<file path="config.mk">
export PLATFORM = sky130hd
export DESIGN_NAME = pid_ctrl
export DESIGN_NICKNAME = d
export VERILOG_FILES = /design/src/rtl/pid_ctrl.sv
export SDC_FILE = /design/constraint.sdc
export NUM_CORES = 1
export LEC_CHECK = 0
export ABC_AREA = 1
export CAP_MARGIN = 10
export CORE_MARGIN = 3
export CORE_UTILIZATION = 50
export DETAILED_ROUTE_END_ITERATION = 8
export GPL_TIMING_DRIVEN = 0
export PLACE_DENSITY = 0.75
export SLEW_MARGIN = 0
export SYNTH_ARGS = -nofsm -noshare
export SYNTH_HDL_FRONTEND = slang
export SYNTH_SLANG_ARGS = --single-unit
</file>
<file path="constraint.sdc">
create_clock -name clk -period 4 [get_ports clk]
set_input_delay 0.4 -clock clk [delete_from_list [all_inputs] [get_ports clk]]
set_output_delay 0.4 -clock clk [all_outputs]
set_load 0.05 [all_outputs]
</file>
<file path="src/rtl/pid_ctrl.sv">
// Two-stage balance PID controller with saturating integrator, plus a soft-start
// ramp (ss_tmr) that scales the control torque downstream.
module pid_ctrl #(
  parameter bit                 FAST_SIM = 1'b0,
  parameter logic signed [4:0]  P_COEFF  = 5'h09
) (
  input  logic               clk,
  input  logic               rst_n,
  input  logic signed [15:0] ptch,
  input  logic signed [15:0] ptch_rt,
  input  logic               vld,
  input  logic               pwr_up,
  input  logic               rider_off,
  output logic signed [11:0] PID_cntrl,
  output logic               PID_vld,
  output logic        [7:0]  ss_tmr
);

  localparam logic [26:0] SsInc = FAST_SIM ? 27'd256 : 27'd1;

  // Stage 1 state
  logic signed [9:0]  err_sat_q;
  logic signed [15:0] d_term_q;
  logic signed [17:0] integ_q;
  logic               s1_vld_q;

  // Stage 1 next-state values
  logic signed [9:0]  err_sat_d;
  logic signed [15:0] rt_shr;
  logic signed [15:0] d_term_d;
  logic signed [17:0] integ_sum;
  logic               integ_ovf;

  always_comb begin
    if (ptch > 16'sd511) begin
      err_sat_d = 10'sd511;
    end else if (ptch < -16'sd512) begin
      err_sat_d = -10'sd512;
    end else begin
      err_sat_d = ptch[9:0];
    end
    rt_shr    = ptch_rt >>> 6;
    d_term_d  = -rt_shr;
    integ_sum = integ_q + {{8{err_sat_d[9]}}, err_sat_d};
    // Same-sign operands producing an opposite-sign result means the add wrapped.
    integ_ovf = (integ_q[17] == err_sat_d[9]) && (integ_sum[17] != integ_q[17]);
  end

  always_ff @(posedge clk or negedge rst_n) begin
    if (!rst_n) begin
      err_sat_q <= '0;
      d_term_q  <= '0;
      integ_q   <= '0;
      s1_vld_q  <= 1'b0;
    end else begin
      s1_vld_q <= vld;
      if (vld) begin
        err_sat_q <= err_sat_d;
        d_term_q  <= d_term_d;
      end
      if (rider_off) begin
        integ_q <= '0;
      end else if (vld && !integ_ovf) begin
        integ_q <= integ_sum;
      end
    end
  end

  // Stage 2: combine terms in 16-bit signed and clip to the 12-bit output range
  logic signed [15:0] p_coeff_ext;
  logic signed [15:0] err_ext;
  logic signed [15:0] p_term;
  logic signed [17:0] integ_shr;
  logic signed [15:0] sum;
  logic signed [11:0] cntrl_d;

  always_comb begin
    p_coeff_ext = {{11{P_COEFF[4]}}, P_COEFF};
    err_ext     = {{6{err_sat_q[9]}}, err_sat_q};
    p_term      = p_coeff_ext * err_ext;
    integ_shr   = integ_q >>> 6;
    sum         = p_term + integ_shr[15:0] + d_term_q;
    if (sum > 16'sd2047) begin
      cntrl_d = 12'sh7FF;
    end else if (sum < -16'sd2048) begin
      cntrl_d = 12'sh800;
    end else begin
      cntrl_d = sum[11:0];
    end
  end

  always_ff @(posedge clk or negedge rst_n) begin
    if (!rst_n) begin
      PID_cntrl <= '0;
      PID_vld   <= 1'b0;
    end else begin
      PID_vld <= s1_vld_q;
      if (s1_vld_q) begin
        PID_cntrl <= cntrl_d;
      end
    end
  end

  // Soft-start ramp: saturates at ss_tmr == 8'hFF instead of wrapping
  logic [26:0] ss_cnt_q;
  logic [26:0] ss_cnt_d;

  always_comb begin
    ss_cnt_d = ss_cnt_q;
    if (!pwr_up) begin
      ss_cnt_d = '0;
    end else if (ss_cnt_q[26:19] != 8'hFF) begin
      ss_cnt_d = ss_cnt_q + SsInc;
    end
  end

  always_ff @(posedge clk or negedge rst_n) begin
    if (!rst_n) begin
      ss_cnt_q <= '0;
    end else begin
      ss_cnt_q <= ss_cnt_d;
    end
  end

  assign ss_tmr = ss_cnt_q[26:19];

endmodule

</file>
==> flow_summary.toml, run 1 <==
[global_route]
overflow = 0
track_usage_pct = 21.6
grt_max_degree = 56
grt_antenna_before_repair = 0
grt_first_pass_wirelength_mm = 26.4
grt_pass1_vias = 5626

[cells_and_area]
layout_common_cells = "nand2_1, inv_1, dfrtp_1"
nFillCells = 1191
multi_input_area_um2 = 4350
mostFrequentLayoutCell = "nand2_1"
fin_area_um2 = 8370
diodes = 0
regArea_um2 = 2130
drive_above_1_share_pct = 12.3
fin_nets = 1110
area_delta_synth_final_pct = 19.9

[routing]
wl_mm = 16.7
drtAntennaViolNets = 0
num_vias = 6087
drc = 0
vias_per_cell = 5.22
avgRoutedWirePerCell_um = 14.3
drt_iter0_drc = 361
dr.pass1.iters = 5

[clock_network]
cts_buffer_depth = 2
clock-sinks = 85
clkTransAtPathRegs_ps = 70
numCtsBuffers = 9
clkLatencyLatePin_ps = 350
htreeDepth = 3
cts_tree = "built"
cts_root_buf = "clkbuf_16"

[worst_setup_path]
crit_chain = "ha_1, ha_1, fa_1, inv_1, fa_1, inv_1, ha_4, nand2_1, inv_1, nand2_1, nand2_1, nand2_1, nand3_2, a21oi_1, nand2_1, nand2_1, nand2_2, buf_6, nand2_1, a21oi_2"
max_stage_delay_ps = 550
cp_common_cell = "nand2_1"
cp_top_family = "adder cells"
path_class = "flop to flop"
cp_data_required_time_ps = 4230
cp_slowest_cell = "fa_1"
cp-start-kind = "flop"
worstPathMaxFanout = 10
worstPathArrival_ps = 4070
reg2reg_depth = 20
cp.depth = 20
setup.worst_path.end_class = "flop"
cp_num_buf_inv = 4

[timing]
whs_ps = 470
setup_slack_ps = 158
layout_min_cycle_time_ps = 3840
clock_skew_ps = 7.87
finalSetupTns_ps = 0
setup_viol = 0
hold_violations = 0
fmax_ghz = 0.260
worst_slew_pin_slew_ps = 551
drv_slew = 0
max-slew-margin-rel_pct = 63.3
finalCritPeriodShare_pct = 96.1

[min_path]
hold_class = "flop to flop"
min_delay_path_depth = 1

[yosys]
syn_nets = 1035
yosysSeqAreaShare_pct = 30.5
synth_compound_area_share_pct = 10.6
synth-adder-area-share_pct = 18.2
yosysWarnings = 0
synth_mux_area_share_pct = 0
synthSimpleGateAreaFrac_pct = 26.6
synth_area_leaders = "dfrtp_1, nand2_1, ha_1, inv_1, fa_1"
synth_cells = 911
synth_cell_types = 45
yosys.area.top_type_share_pct = 30.5
synth_top_family_by_area = "simple AND/OR/NAND/NOR gates"
synth_area_um2 = 6980
yosys.area.top_type = "dfrtp_1"
postSynthAreaPerCell_um2 = 7.66
synth-seq-cells = 85
synth-xor-area-share_pct = 3.39

[die]
start_util_pct = 51.9
rows = 42
dieHeight_um = 124
dieArea_um2 = 15400
ioPinCount = 58
die_width_um = 124
design.core.area_um2 = 13500

[placement]
dpl_cell_area_um2 = 7720
pre_cts_ws_ps = -57.9
place.port_buffers = 50
place.gp.congestion = 0.882
dp_hpwl_mm = 12.3

[run]
cap_violations = 0

[power_and_ir_drop]
total_leakage_power_nw = 4.11
p_total_mw = 5.74
power_density_nw_per_um2 = 686
peakVddDrop_uv = 363

[run_status]
status = "finished, final reports clean"
-- per-stage QoR --
stage                     std cells  util [%]
after floorplan                 911         -
after global placement         1137      57.2
after detailed placement       1138      57.4
after CTS                      1156      59.7
after global routing           1167      62.2
final                          1167      62.2
-- metal layers --
metal  track usage (%)  vias to the layer above  routed length, um
met2              33.5                      164               7520
met3              3.18                       24                759
met1              31.9                     2832               8140
met4              5.00                        0                301
li1                  -                     3067                  -
met5                 0                        -                  0
-- cell type report --
class,instances,share of cell area (%)
Buffer,28,2.17
Tap cell,176,2.63
Multi-Input combinational cell,648,52.0
Clock inverter,6,0.553
Timing Repair Buffer,64,7.52
Sequential cell,85,25.4
Clock buffer,10,2.86
Inverter,150,6.79
-- path summary, 6_finish.rpt --
kind / startpoint / end / slack [ps]
hold reg to reg: ss_cnt_q[17]$_DFFE_PN0P_ / ss_cnt_q[17]$_DFFE_PN0P_ / 470
max in group asynchronous: rst_n / err_sat_q[9]$_DFFE_PN0P_ / 2840
hold / removal: ss_cnt_q[17]$_DFFE_PN0P_ / ss_cnt_q[17]$_DFFE_PN0P_ / 470
setup / recovery: err_sat_q[6]$_DFFE_PN0P_ / PID_cntrl[8]$_DFFE_PN0P_ / 160
min in group asynchronous: rst_n / ss_cnt_q[26]$_DFFE_PN0P_ / 530
setup reg to reg: err_sat_q[6]$_DFFE_PN0P_ / PID_cntrl[8]$_DFFE_PN0P_ / 160
-- cells in the mapped netlist (all sizes together) --
cell / instances
a211oi: 2
a21boi: 2
a21o: 4
a21oi: 58
a221oi: 1
a31oi: 12
and3: 2
buf: 14
clkbuf: 14
clkinv: 3
dfrtp: 85
fa: 24
ha: 63
inv: 147
nand2: 230
nand3: 62
nand3b: 8
nand4: 12
nor2: 73
nor3: 16
nor3b: 2
nor4: 5
o21a: 3
o21ai: 37
o21bai: 3
or2: 2
xnor2: 15
xor2: 12
-- cells by family (layout without fill, tap and decap cells) --
group | count (synthesis) | after routing
AO/OA/AOI/OAI | 122 | 122
buffers and inverters | 178 | 258
adder cells (fa/ha/maj) | 87 | 87
AND/OR/NAND/NOR | 412 | 412
flip-flops | 85 | 85
XOR/XNOR | 27 | 27
-- flip-flops by register name, summed over array words and instances, names as in the netlist --
name	count
integ_q	18
d_term_q	16
err_sat_q	10
PID_vld	1
PID_cntrl	12
ss_cnt_q	27
s1_vld_q	1
-- timing repair --
item / CTS / global route
endpoints found under the hold margin: 6 / 0
hold buffers: 1 / 0
cloned: 0 / 1
setup endpoints to repair: 10 / 11
setup buffers: 1 / 10
gates resized for setup: 2 / 38
pin swaps: 0 / 6
-- where the power goes --
group / leakage [nW] / switching (mW) / internal (mW)
sequential: 1.07 / 0.119 / 1.01
clock: 0.135 / 0.376 / 0.441
combinational: 2.91 / 2.26 / 1.53
total: 4.11 / 2.76 / 2.98
No activity file was read; power rests on OpenSTA's default activity.
==> run 2: changes to the inputs <==
Settings changed: DONT_BUFFER_PORTS from default to 1, PLACE_DENSITY 0.75 to 0.7.
==> run 2 against run 1 <==
Die area unchanged. Via count down 5.4%. Worst hold slack worse by 400 ps. Critical endpoint is now PID_cntrl[3]$_DFFE_PN0P_.
==> flow_summary.toml, run 2 (same netlist as run 1, synthesis figures left out) <==
[global_route]
grt_first_pass_wirelength_mm = 25.9
grt_pass1_vias = 5431
met3_usage_pct = 3.63
grt_max_degree = 86
overflow = 0
use_met2_pct = 30.8
busiest_layer = "met1"
use_met1_pct = 32.9
grt_antenna_before_repair = 0
track_usage_pct = 21.2

[routing]
vias_per_cell = 5.17
drt_iter0_drc = 336
dr.pass1.iters = 6
drc = 0
drtAntennaViolNets = 0
avgRoutedWirePerCell_um = 14.1
wl_mm = 15.7
num_vias = 5756

[worst_setup_path]
cp_num_buf_inv = 3
reg2reg_depth = 18
path_class = "flop to flop"
crit_chain = "ha_1, ha_1, inv_1, fa_1, fa_1, inv_1, ha_4, nand2_1, nand2_1, a21oi_4, nand3_4, nand2_1, nand3_1, nand2_1, nand2_1, a21oi_4, buf_6, a21oi_2"
worstPathArrival_ps = 4070
setup.worst_path.end_class = "flop"
max_stage_delay_ps = 530
cp-start-kind = "flop"
cp_top_family = "adder cells"
cp_common_cell = "nand2_1"
cp_slowest_cell = "fa_1"
cp.depth = 18
cp_data_required_time_ps = 4230
worstPathMaxFanout = 5

[timing]
worst_slew_pin_slew_ps = 541
finalCritPeriodShare_pct = 95.9
setup_slack_ps = 166
drv_slew = 0
whs_ps = 74.0
setup_viol = 0
max-slew-margin-rel_pct = 63.9
hold_violations = 0
fmax_ghz = 0.261
clock_skew_ps = 7.98
layout_min_cycle_time_ps = 3830

[cells_and_area]
multi_input_area_um2 = 4330
regArea_um2 = 2130
regMostFlops = "ss_cnt_q"
area_delta_synth_final_pct = 12.6
nFillCells = 1270
fin_nets = 1057
drive_above_1_share_pct = 12.3
largest_reg_flops = 27
mostFrequentLayoutCell = "nand2_1"
post-route-util_pct = 58.4
top_regs = "ss_cnt_q x27, integ_q x18, d_term_q x16"
layout_common_cells = "nand2_1, inv_1, dfrtp_1"
diodes = 0

[min_path]
hold_class = "input port to flop"
min_delay_path_depth = 0

[die]
dieArea_um2 = 15400
design.core.area_um2 = 13500
die_width_um = 124
rows = 42
ioPinCount = 58
start_util_pct = 51.9
dieHeight_um = 124

[power_and_ir_drop]
p_total_mw = 5.66
peakVddDrop_uv = 433
total_leakage_power_nw = 3.93
power_density_nw_per_um2 = 720

[clock_network]
cts_root_buf = "clkbuf_16"
numCtsBuffers = 9
htreeDepth = 3
cts_buffer_depth = 2
clkLatencyLatePin_ps = 350
cts_tree = "built"
clkTransAtPathRegs_ps = 60
clock-sinks = 85

[placement]
pre_cts_ws_ps = -78.4
place.port_buffers = 0
dp_hpwl_mm = 12.0
place.gp.congestion = 0.906

[run]
cap_violations = 0

[run_status]
status = "finished, final reports clean"
==> run 2: cell count changes in the layout (fill, tap and decap cells not counted), moves of 2 or more <==
cell | before | now
buf_4 | 22 | 18
ha_2 | 0 | 2
bufinv_16 | 0 | 2
ha_1 | 48 | 50
ha_4 | 15 | 11
clkinv_4 | 2 | 0
clkdlybuf4s50_1 | 49 | 0
==> run 2: timing repair <==
| action | in CTS | in global routing |
|---|---|---|
| buffers inserted | 1 | 7 |
| setup endpoints to repair | 10 | 11 |
| gates resized for setup | 3 | 38 |
| hold buffers | 2 | 0 |
| pin swaps | 0 | 8 |
| gates cloned | 0 | 1 |
| hold endpoints to repair | 85 | 0 |
==> run 2: power by group <==
part,internal (mW),switching (mW)
clock,0.562,0.350
sequential,1.00,0.336
combinational,1.39,2.01
total,2.96,2.70
==> run 2: final cells by class <==
| cell class | instances | share of cell area (%) |
|---|---|---|
| Clock inverter | 5 | 1.07 |
| Sequential cell | 85 | 27.1 |
| Buffer | 28 | 2.31 |
| Timing Repair Buffer | 11 | 1.38 |
| Multi-Input combinational cell | 648 | 55.1 |
| Inverter | 150 | 7.23 |
| Tap cell | 176 | 2.80 |
| Clock buffer | 10 | 3.04 |
==> run 2: worst paths after layout <==
check                                         startpoint                       end  slack (ps)
min in group asynchronous                          rst_n  ss_cnt_q[19]$_DFFE_PN0P_         630
worst max-delay path            err_sat_q[9]$_DFFE_PN0P_  PID_cntrl[3]$_DFFE_PN0P_         170
max in group asynchronous                          rst_n  err_sat_q[9]$_DFFE_PN0P_        3000
worst max register to register  err_sat_q[9]$_DFFE_PN0P_  PID_cntrl[3]$_DFFE_PN0P_         170
worst min-delay path                                 vld        s1_vld_q$_DFF_PN0_          70
worst min register to register        s1_vld_q$_DFF_PN0_         PID_vld$_DFF_PN0_         420
==> run 2: worst register-to-register path, stage by stage (launching register included) <==
cell and delay (ps):
dfrtp_2 440, ha_1 300, ha_1 270, inv_1 50, fa_1 490, fa_1 530
inv_1 70, ha_4 270, nand2_1 70, nand2_1 140, a21oi_4 220, nand3_4 110
nand2_1 80, nand3_1 80, nand2_1 70, nand2_1 110, a21oi_4 200, buf_6 150
a21oi_2 50
==> run 2: per-layer routing <==
metal / wire, um / part of all wire, %
met5: 0 / 0
met4: 148 / 0.94
met3: 853 / 5.4
met2: 6680 / 42
met1: 8050 / 51
==> run 2: metrics by stage <==
step | cells | cell area [um2] | TNS (ps)
2_1_floorplan | 911 | 6980 | 0
6_report | 1113 | 7860 | 0
4_1_cts | 1105 | 7580 | 0
3_3_place_gp | 1087 | 7200 | -198
3_5_place_dp | 1087 | 7200 | -724
5_1_grt | 1113 | 7860 | -530
